--- src/rtl/dm_bus_bridge_pkg.sv ---
// Shared types and defaults for the data-memory bus bridge.
package dm_bus_bridge_pkg;

  // FSM encodings (2-bit)
  typedef enum logic [1:0] {
    DBB_ST_IDLE     = 2'd0,
    DBB_ST_BUS_REQ  = 2'd1,
    DBB_ST_BUS_WAIT = 2'd2,
    DBB_ST_RESP     = 2'd3
  } dbb_state_e;

  // Memory-map defaults for the decoded data window
  localparam logic [63:0] DBB_ADDR_BASE      = 64'h0000_0000_8000_0000;
  localparam logic [63:0] DBB_ADDR_SIZE      = 64'h0000_0000_1000_0000;
  localparam int          DBB_TIMEOUT_CYCLES = 256;

  // Unsigned offset compare: addresses below the base wrap to huge offsets
  // and therefore fall outside the window.
  function automatic logic dbb_in_window(input logic [63:0] addr,
                                         input logic [63:0] base,
                                         input logic [63:0] size);
    return (addr - base) < size;
  endfunction

  // Doubleword-aligned bus address
  function automatic logic [63:0] dbb_align(input logic [63:0] addr);
    return {addr[63:3], 3'b000};
  endfunction

endpackage

--- src/rtl/dm_bus_bridge.sv ---
// Data-memory bridge: one outstanding load/store from the LSP, issued as a
// 64-bit aligned transaction on the external data bus, with window decode
// and bus timeout both completing as an error response.
module dm_bus_bridge
  import dm_bus_bridge_pkg::*;
#(
  parameter logic [63:0] ADDR_BASE      = DBB_ADDR_BASE,
  parameter logic [63:0] ADDR_SIZE      = DBB_ADDR_SIZE,
  parameter int          TIMEOUT_CYCLES = DBB_TIMEOUT_CYCLES
) (
  input  logic        clk,
  input  logic        rst,
  input  logic [63:0] dm_req_addr,
  input  logic [63:0] dm_req_wdata,
  input  logic [7:0]  dm_req_wmask,
  input  logic        dm_req_wen,
  input  logic        dm_req_valid,
  output logic        dm_req_ready,
  output logic [63:0] dm_resp_rdata,
  output logic        dm_resp_valid,
  output logic        dm_resp_err,
  output logic [63:0] bus_addr,
  output logic [63:0] bus_wdata,
  output logic [7:0]  bus_wmask,
  output logic        bus_wen,
  output logic        bus_valid,
  input  logic        bus_ready,
  input  logic [63:0] bus_rdata,
  input  logic        bus_rvalid,
  output logic        dm_busy
);

  // Counter must be able to hold TIMEOUT_CYCLES itself: when a bus event wins
  // on the last cycle, the count steps one past the limit in BUS_WAIT.
  localparam int CNT_W = (TIMEOUT_CYCLES > 0) ? $clog2(TIMEOUT_CYCLES + 1) : 1;
  localparam logic [CNT_W-1:0] TO_LAST =
    (TIMEOUT_CYCLES > 0) ? CNT_W'(TIMEOUT_CYCLES - 1) : '0;
  localparam logic TO_EN = (TIMEOUT_CYCLES > 0);

  dbb_state_e       r_state;
  dbb_state_e       w_next_state;
  logic [CNT_W-1:0] r_cnt;

  logic        w_accept;
  logic        w_in_win;
  logic        w_timeout;
  logic        w_bus_ok;

  logic        w_resp_valid_d;
  logic        w_resp_err_d;
  logic [63:0] w_resp_rdata_d;
  logic        w_bus_valid_d;

  logic [63:0] r_resp_rdata;
  logic        r_resp_valid;
  logic        r_resp_err;
  logic [63:0] r_bus_addr;
  logic [63:0] r_bus_wdata;
  logic [7:0]  r_bus_wmask;
  logic        r_bus_wen;
  logic        r_bus_valid;

  assign dm_req_ready = (r_state == DBB_ST_IDLE);
  assign dm_busy      = (r_state != DBB_ST_IDLE);

  assign w_accept  = dm_req_valid && (r_state == DBB_ST_IDLE);
  assign w_in_win  = dbb_in_window(dm_req_addr, ADDR_BASE, ADDR_SIZE);
  assign w_timeout = TO_EN && (r_cnt >= TO_LAST);
  assign w_bus_ok  = (r_state == DBB_ST_BUS_WAIT) && bus_rvalid;

  // State register
  always_ff @(posedge clk) begin
    if (rst) r_state <= DBB_ST_IDLE;
    else     r_state <= w_next_state;
  end

  // Next-state logic; a bus event takes priority over an expiring timeout
  always_comb begin
    w_next_state = r_state;
    unique case (r_state)
      DBB_ST_IDLE: begin
        if (w_accept) w_next_state = w_in_win ? DBB_ST_BUS_REQ : DBB_ST_RESP;
      end
      DBB_ST_BUS_REQ: begin
        if (bus_ready)      w_next_state = DBB_ST_BUS_WAIT;
        else if (w_timeout) w_next_state = DBB_ST_RESP;
      end
      DBB_ST_BUS_WAIT: begin
        if (bus_rvalid)     w_next_state = DBB_ST_RESP;
        else if (w_timeout) w_next_state = DBB_ST_RESP;
      end
      DBB_ST_RESP: w_next_state = DBB_ST_IDLE;
      default:     w_next_state = DBB_ST_IDLE;
    endcase
  end

  // Next values for the registered outputs, derived from the transition taken
  always_comb begin
    w_bus_valid_d  = (w_next_state == DBB_ST_BUS_REQ);
    w_resp_valid_d = (w_next_state == DBB_ST_RESP);
    w_resp_err_d   = (w_next_state == DBB_ST_RESP) && !w_bus_ok;
    w_resp_rdata_d = (w_bus_ok && !r_bus_wen) ? bus_rdata : 64'd0;
  end

  // Output/datapath registers and timeout counter; everything is cleared on
  // reset so an aborted transaction leaves nothing visible on the bus.
  always_ff @(posedge clk) begin
    if (rst) begin
      r_resp_rdata <= '0;
      r_resp_valid <= 1'b0;
      r_resp_err   <= 1'b0;
      r_bus_addr   <= '0;
      r_bus_wdata  <= '0;
      r_bus_wmask  <= '0;
      r_bus_wen    <= 1'b0;
      r_bus_valid  <= 1'b0;
      r_cnt        <= '0;
    end else begin
      r_resp_rdata <= w_resp_rdata_d;
      r_resp_valid <= w_resp_valid_d;
      r_resp_err   <= w_resp_err_d;
      r_bus_valid  <= w_bus_valid_d;
      if (w_accept && w_in_win) begin
        r_bus_addr  <= dbb_align(dm_req_addr);
        r_bus_wdata <= dm_req_wdata;
        r_bus_wmask <= dm_req_wen ? dm_req_wmask : 8'h00;
        r_bus_wen   <= dm_req_wen;
      end
      if (w_accept) begin
        r_cnt <= '0;
      end else if (TO_EN && (r_state == DBB_ST_BUS_REQ || r_state == DBB_ST_BUS_WAIT)) begin
        r_cnt <= r_cnt + CNT_W'(1);
      end
    end
  end

  assign dm_resp_rdata = r_resp_rdata;
  assign dm_resp_valid = r_resp_valid;
  assign dm_resp_err   = r_resp_err;
  assign bus_addr      = r_bus_addr;
  assign bus_wdata     = r_bus_wdata;
  assign bus_wmask     = r_bus_wmask;
  assign bus_wen       = r_bus_wen;
  assign bus_valid     = r_bus_valid;

endmodule
--- config.mk ---
export PLATFORM = sky130hd
export DESIGN_NAME = dm_bus_bridge
export DESIGN_NICKNAME = d
export VERILOG_FILES = /design/src/rtl/dm_bus_bridge_pkg.sv /design/src/rtl/dm_bus_bridge.sv
export SDC_FILE = /design/constraint.sdc
export NUM_CORES = 1
export LEC_CHECK = 0
export ABC_AREA = 1
export CAP_MARGIN = 20
export CORE_AREA = 2 2 159 161
export CTS_BUF_LIST = sky130_fd_sc_hd__clkbuf_2
export DETAILED_ROUTE_END_ITERATION = 10
export DIE_AREA = 0 0 161 163
export PLACE_DENSITY = 0.64
export SLEW_MARGIN = 20
export SYNTH_ARGS = -nofsm -noshare
export SYNTH_HDL_FRONTEND = slang
export SYNTH_SLANG_ARGS = --single-unit
--- constraint.sdc ---
create_clock -name clk -period 6.8 [get_ports clk]
set_input_delay 0.68 -clock clk [delete_from_list [all_inputs] [get_ports clk]]
set_output_delay 0.68 -clock clk [all_outputs]
set_load 0.01 [all_outputs]
==> results.yml, run 1 <==
synthesis:
  yosys_register_bits: 212
  synthFlopType: "dfxtp_1"
  synth_cells: 1074
  syn-cell-area_um2: 8076
  synthArstFlopShare: 0
  ys_types: 35
  synth_edf_count: 0
  synth_warnings: 0
  syn_area_per_cell_um2: 7.520
  yosysSeqAreaShare: 0.5255
placement:
  place_congestion: 0.8528
  placedCellCount: 1769
  hpwl_um: 19200
  io_buffers: 405
  placed_cell_area_um2: 12310
timing:
  worst-slew-pin-transition_ns: 0.8574
  period_needed_ns: 3.925
  holdWs_ns: 0.3804
  clock_skew_ns: 0.06578
  fin_crit_sh: 0.5772
  finalHoldViolCount: 0
  drv_slew: 0
  rsz0062_at_grt: "no"
  fmax_ghz: 0.2548
  slew_headroom: 0.4284
  setup_viol: 0
  timing.setup.tns_ns: 0
route:
  vias: 8023
  vias_per_cell: 4.309
  routed_wl_um: 25900
  drcViolationCount: 0
  drtPass1Iterations: 5
  wire_per_inst_um: 13.91
  postRouteAntennaNets: 0
  drt_iter0_markers: 466
clocking:
  cts_setup_buffers: 0
  tritoncts: "yes"
  ctsRootBufferMaster: "clkbuf_2"
  cts_buffers: 55
  clk_pin_slew_worst_paths_ns: 0.11
  postCtsHoldBufs: 0
  clk_latency_ns: 0.80
  cts_buffer_depth: 3
  post_cts_resized: 0
  cts.htree.levels: 2
  cts_sinks: 212
floorplan:
  die_y_um: 163
  ios: 412
  start_util: 0.3273
  die_w_um: 161
  core_region_area_um2: 24670
  placementRows: 58
  die_area_um2: 26240
min_path:
  hp-class: "in -> reg"
grt:
  grt_overflow: 0
  busiest_layer: "met2"
  antenna_found_initial: 1
  grtUsageMet1: 0.2155
  grt_usage: 0.1862
  grt_max_degree: 125
  grtUsageMet2: 0.3194
  grt_pass1_vias: 7359
  grt_pass1_wl_um: 39070
  use_met3: 0.05831
critical_path:
  cp-end-kind: "flop"
  crit_chain: "clkdlybuf4s50_1, inv_1, ha_1, nand3_2, nor2_4, nand2_1, o21ai_1, nand2_1, nor2_1, nand2_1, nor2_8, nand2_4, inv_2, buf_4, nor2_1, nor2_1"
  start_kind: "primary input"
  critPathMaxStageDelay_ns: 0.77
  worstPathArrival_ns: 4.65
  worstPathRequired_ns: 7.52
  worstSetupPathType: "in -> reg"
  critPathBufInv: 4
  r2r_slack_ns: 3.15
  crit_slowest_cell: "inv_2"
  worstPathMaxFanout: 67
  critical-path-top-delay-family: "buffers and inverters"
pwr:
  p_sw_frac: 0.2623
  share_comb_of_total_power: 0.124
  p_switching_w: 0.0006390
  p_clk_frac: 0.355
  leakagePower_nw: 5.545
  power_density_nw_per_um2: 190.4
  total_power_w: 0.002436
  vdd_ir_drop_max_v: 0.0001458
  pwr-share-seq: 0.522
  intPower_w: 0.001797
cells_and_area:
  drive_above_1_share: 0.07516
  stdcell_area_um2: 12800
  fill_cells: 2391
  post_layout_nonfiller_instances: 1862
  num-nets-final: 1708
  seqCellArea_um2: 4244
  synthToLayoutAreaGrowth_pct: 58.45
  multi_input_area_um2: 3004
run:
  maxCapViolCount: 0
status:
  status: "finished, final reports clean"
==> state kept, by name, indices dropped and copies added (netlist names) <==
signal	flops
bus_addr	61
dm_resp_err	1
r_cnt	9
r_state	2
dm_resp_valid	1
bus_wen	1
bus_wmask	8
bus_wdata	64
dm_resp_rdata	64
bus_valid	1
==> tightest hold or removal path, cell delays in order <==
cell and delay, ns:
clkdlybuf4s50_1 0.39, inv_1 0.05, nor2_1 0.03
==> layout by cell type (no fill, tap or decap), drive strengths merged <==
cell and instances:
a21oi 18, diode 2, nand2 108, nor2b 1, o21ai 103, clkbuf 85
o31ai 2, clkdlybuf4s50 405, nor2 337, nand3b 3, a211oi 1, nand3 58
buf 6, inv 146, o21bai 1, or2 2, nor3 4, clkinv 5
ha 6, dfxtp 212, o21a 1, nand4 14, o22ai 1, xor2 4
conb 3, xnor2 3, bufinv 1
==> cells by family after synthesis <==
logic type / Yosys count / share of synthesized area
fa+ha+maj: 6 / 0.009295
xor+xnor: 7 / 0.007591
other cells: 1 / 0.0004643
compound gates: 127 / 0.08040
buf+inv: 194 / 0.1038
flops: 212 / 0.5255
simple gates: 527 / 0.2730
==> path summary, 6_finish.rpt <==
path                   startpoint               end  depth (start not counted)
hold / removal       bus_rdata[4]  dm_resp_rdata[4]                          3
setup / recovery  dm_req_addr[31]     bus_wdata[12]                         16
hold reg to reg      bus_addr[63]      bus_addr[63]                          2
setup reg to reg       r_state[1]     bus_wdata[12]                         17
==> power groups by stage <==
| stage | clock network, W | logic, W | registers [W] |
|---|---|---|---|
| after global routing | 0.000974 | 0.000330 | 0.00127 |
| after detailed placement | 0 | 0.000302 | 0.00130 |
| final | 0.000864 | 0.000301 | 0.00127 |
| after global placement | 0 | 0.000300 | 0.00130 |
| after floorplan | 0 | 0.000102 | 0.00131 |
| after CTS | 0.000908 | 0.000305 | 0.00127 |
==> per-stage QoR <==
stage / worst slack [ns] / util
floorplan: 4.149 / -
global placement: 2.040 / 0.4989
detailed placement: 2.033 / 0.4989
CTS: 2.911 / 0.5183
global route: 2.511 / 0.5187
finish: 2.875 / 0.5187
==> per-layer routing <==
| layer | vias up | wire length (um) |
|---|---|---|
| li1 | 4163 | - |
| met1 | 3514 | 10520 |
| met2 | 289 | 12470 |
| met3 | 57 | 2083 |
| met4 | 0 | 835 |
| met5 | - | 0 |
==> cells in the mapped netlist (all sizes together) (6+ instances only) <==
master  count  area [um^2]
nand3      58        300.3
nand2     108        427.9
buf        21        188.9
o21ai     103        515.5
ha          6        75.07
nor2      337         1328
clkbuf     27        101.4
inv       146        548.0
dfxtp     212         4244
a21oi      18        90.09
nand4      14        87.58
==> cell type report <==
cell class / instances / share of cell area
diodes: 2 / 0.0003911
clock buffers: 85 / 0.03324
clock inverters: 6 / 0.004204
inverters: 146 / 0.04292
multi-input cells: 670 / 0.2347
flip-flops and latches: 212 / 0.3316
well taps: 330 / 0.03226
repair buffers: 411 / 0.3206
Note: power is estimated with default switching activity, not from simulation.
==> inputs of run 2 (changes only) <==
--- a/config.mk
+++ b/config.mk
@@ -7,11 +7,11 @@
 export LEC_CHECK = 0
 export ABC_AREA = 1
 export CAP_MARGIN = 20
-export CORE_AREA = 2 2 159 161
+export CORE_AREA = 2 2 160 162
 export CTS_BUF_LIST = sky130_fd_sc_hd__clkbuf_2
 export DETAILED_ROUTE_END_ITERATION = 10
-export DIE_AREA = 0 0 161 163
-export PLACE_DENSITY = 0.64
+export DIE_AREA = 0 0 162 164
+export PLACE_DENSITY = 0.66
 export SLEW_MARGIN = 20
 export SYNTH_ARGS = -nofsm -noshare
 export SYNTH_HDL_FRONTEND = slang
==> constraint.sdc (replaced) <==
create_clock -name clk -period 3.4 [get_ports clk]
set_input_delay 0.34 -clock clk [delete_from_list [all_inputs] [get_ports clk]]
set_output_delay 0.34 -clock clk [all_outputs]
set_load 0.01 [all_outputs]
==> run 2 against run 1 <==
- clock power increased by 110%
- register-to-register slack got worse by 2.4 ns
- largest power group unchanged
- via count is 5.7% higher
- die area grew 1.2%
- core utilization grew 3.1 points
- global-route usage rose by 0.86 points
- sequential power increased by 100%
- first-iteration DRC count decreased by 1.7%
- sequential share of layout area fell by 2.1 points
- total power increased by 110%
- worst setup slack got worse by 2.1 ns
==> results.yml, run 2 (synthesized netlist as in run 1, its figures left out) <==
critical_path:
  worstSetupPathType: "reg -> reg"
  worstPathArrival_ns: 3.33
  worstPathMaxFanout: 53
  worstPathRequired_ns: 4.10
  cp-end-kind: "flop"
  crit_chain: "inv_1, ha_1, nand2_1, inv_1, nand3_1, nor2_1, nand2_1, nor2_1, nand2_1, nor2_1, nand2_2, nor2_8, nand2_4, inv_2, buf_12, nor2_1, nor2_1"
  crit_slowest_cell: "dfxtp_1"
  critPathMaxStageDelay_ns: 0.35
  cpMostUsedCell: "nor2_1"
  start_kind: "flop"
  critical-path-top-delay-family: "simple AND/OR/NAND/NOR gates"
  critPathBufInv: 4
timing:
  clock_skew_ns: 0.09699
  rsz0062_at_grt: "no"
  fin_crit_sh: 0.7758
  fmax_ghz: 0.3791
  setup_viol: 0
  timing.setup.tns_ns: 0
  period_needed_ns: 2.638
  worst-slew-pin-transition_ns: 0.6565
  drv_slew: 0
  slew_headroom: 0.5608
  finalHoldViolCount: 0
grt:
  grt_max_degree: 55
  grt_usage: 0.1948
  grt_pass1_vias: 8138
  grt_overflow: 0
  antenna_found_initial: 2
  grt_pass1_wl_um: 41670
floorplan:
  die_y_um: 164
  die_w_um: 162
  core_region_area_um2: 24820
  placementRows: 58
  die_area_um2: 26570
  ios: 412
  start_util: 0.3254
route:
  vias_per_cell: 4.352
  wire_per_inst_um: 13.86
  drtPass1Iterations: 5
  drcViolationCount: 0
  vias: 8477
  routed_wl_um: 27000
  drt_iter0_markers: 458
  postRouteAntennaNets: 0
clocking:
  clk_pin_slew_worst_paths_ns: 0.09
  cts_buffers: 58
  tritoncts: "yes"
  cts.htree.levels: 2
  postCtsHoldBufs: 67
  post_cts_resized: 0
  ctsRootBufferMaster: "clkbuf_2"
  clk_latency_ns: 0.85
  cts_buffer_depth: 3
  cts_sinks: 212
  cts_setup_buffers: 0
placement:
  hpwl_um: 19190
  io_buffers: 405
  place_congestion: 0.8537
status:
  status: "finished, final reports clean"
cells_and_area:
  synthToLayoutAreaGrowth_pct: 69.06
  final_common_cell: "clkdlybuf4s50_1"
  drive_above_1_share: 0.07936
  fill_cells: 2298
  num-nets-final: 1789
  layout_common_cells: "clkdlybuf4s50_1, nor2_1, dfxtp_1"
pwr:
  p_switching_w: 0.001345
  intPower_w: 0.003669
  pwr-share-seq: 0.507
  p_sw_frac: 0.2683
  vdd_ir_drop_max_v: 0.0002902
  leakagePower_nw: 5.909
  power_density_nw_per_um2: 367.2
  share_comb_of_total_power: 0.137
  p_clk_frac: 0.356
  total_power_w: 0.005013
min_path:
  hp-class: "in -> reg"
run:
  maxCapViolCount: 0
## run 2: layout make-up
class                           instances  area, um^2  area share
Antenna cell                            5       12.51   0.0009163
Clock buffer                           85       425.4     0.03116
Clock inverter                         11       80.08    0.005865
Inverter                              146       548.0     0.04014
Multi-Input combinational cell        670        3004      0.2200
Sequential cell                       212        4244      0.3108
Tap cell                              330       412.9     0.03024
Timing Repair Buffer                  489        4927      0.3609
## run 2: worst register-to-register path: stages, from the launching register on
cell     delay (ns)
dfxtp_1        0.35
inv_1          0.09
ha_1           0.23
nand2_1        0.12
inv_1          0.11
nand3_1        0.08
nor2_1         0.10
nand2_1        0.06
nor2_1         0.08
nand2_1        0.05
nor2_1         0.10
nand2_2        0.10
nor2_8         0.19
nand2_4        0.26
inv_2          0.19
buf_12         0.25
nor2_1         0.09
nor2_1         0.12
## run 2: power groups by stage
stage	combinational, W	sequential (W)	clock (W)
after floorplan	0.000204	0.00261	0
after global placement	0.000614	0.00260	0
after detailed placement	0.000615	0.00260	0
after CTS	0.000684	0.00254	0.00188
after global routing	0.000750	0.00255	0.00201
final	0.000686	0.00254	0.00179
## run 2: worst paths after layout
kind	to	slack, ns	cells past startpoint	start
setup / recovery	bus_addr[32]	0.76	17	r_state[0]
hold / removal	dm_resp_rdata[49]	0.10	3	bus_rdata[49]
setup reg to reg	bus_addr[32]	0.76	17	r_state[0]
hold reg to reg	bus_addr[29]	0.46	2	bus_addr[29]
## run 2: stage by stage
| step | setup WS, ns | cell area (um^2) | util | std cells | hold WS (ns) |
|---|---|---|---|---|---|
| global route | 0.4039 | 13650 | 0.5499 | 1945 | 0.02653 |
| detailed placement | -0.03114 | 12470 | 0.5023 | 1780 | 0.4422 |
| floorplan | 1.089 | 8084 | - | 1076 | 0.4091 |
| CTS | 0.7203 | 13640 | 0.5497 | 1943 | 0.0008789 |
| global placement | 0.03213 | 12470 | 0.5023 | 1780 | 0.4395 |
| finish | 0.7622 | 13650 | 0.5502 | 1948 | 0.1022 |
## run 2: per-layer routing
layer	share of wire	track usage
met1	0.40	0.2257
met2	0.48	0.3315
met3	0.083	0.06136
met4	0.033	0.08528
met5	0	0
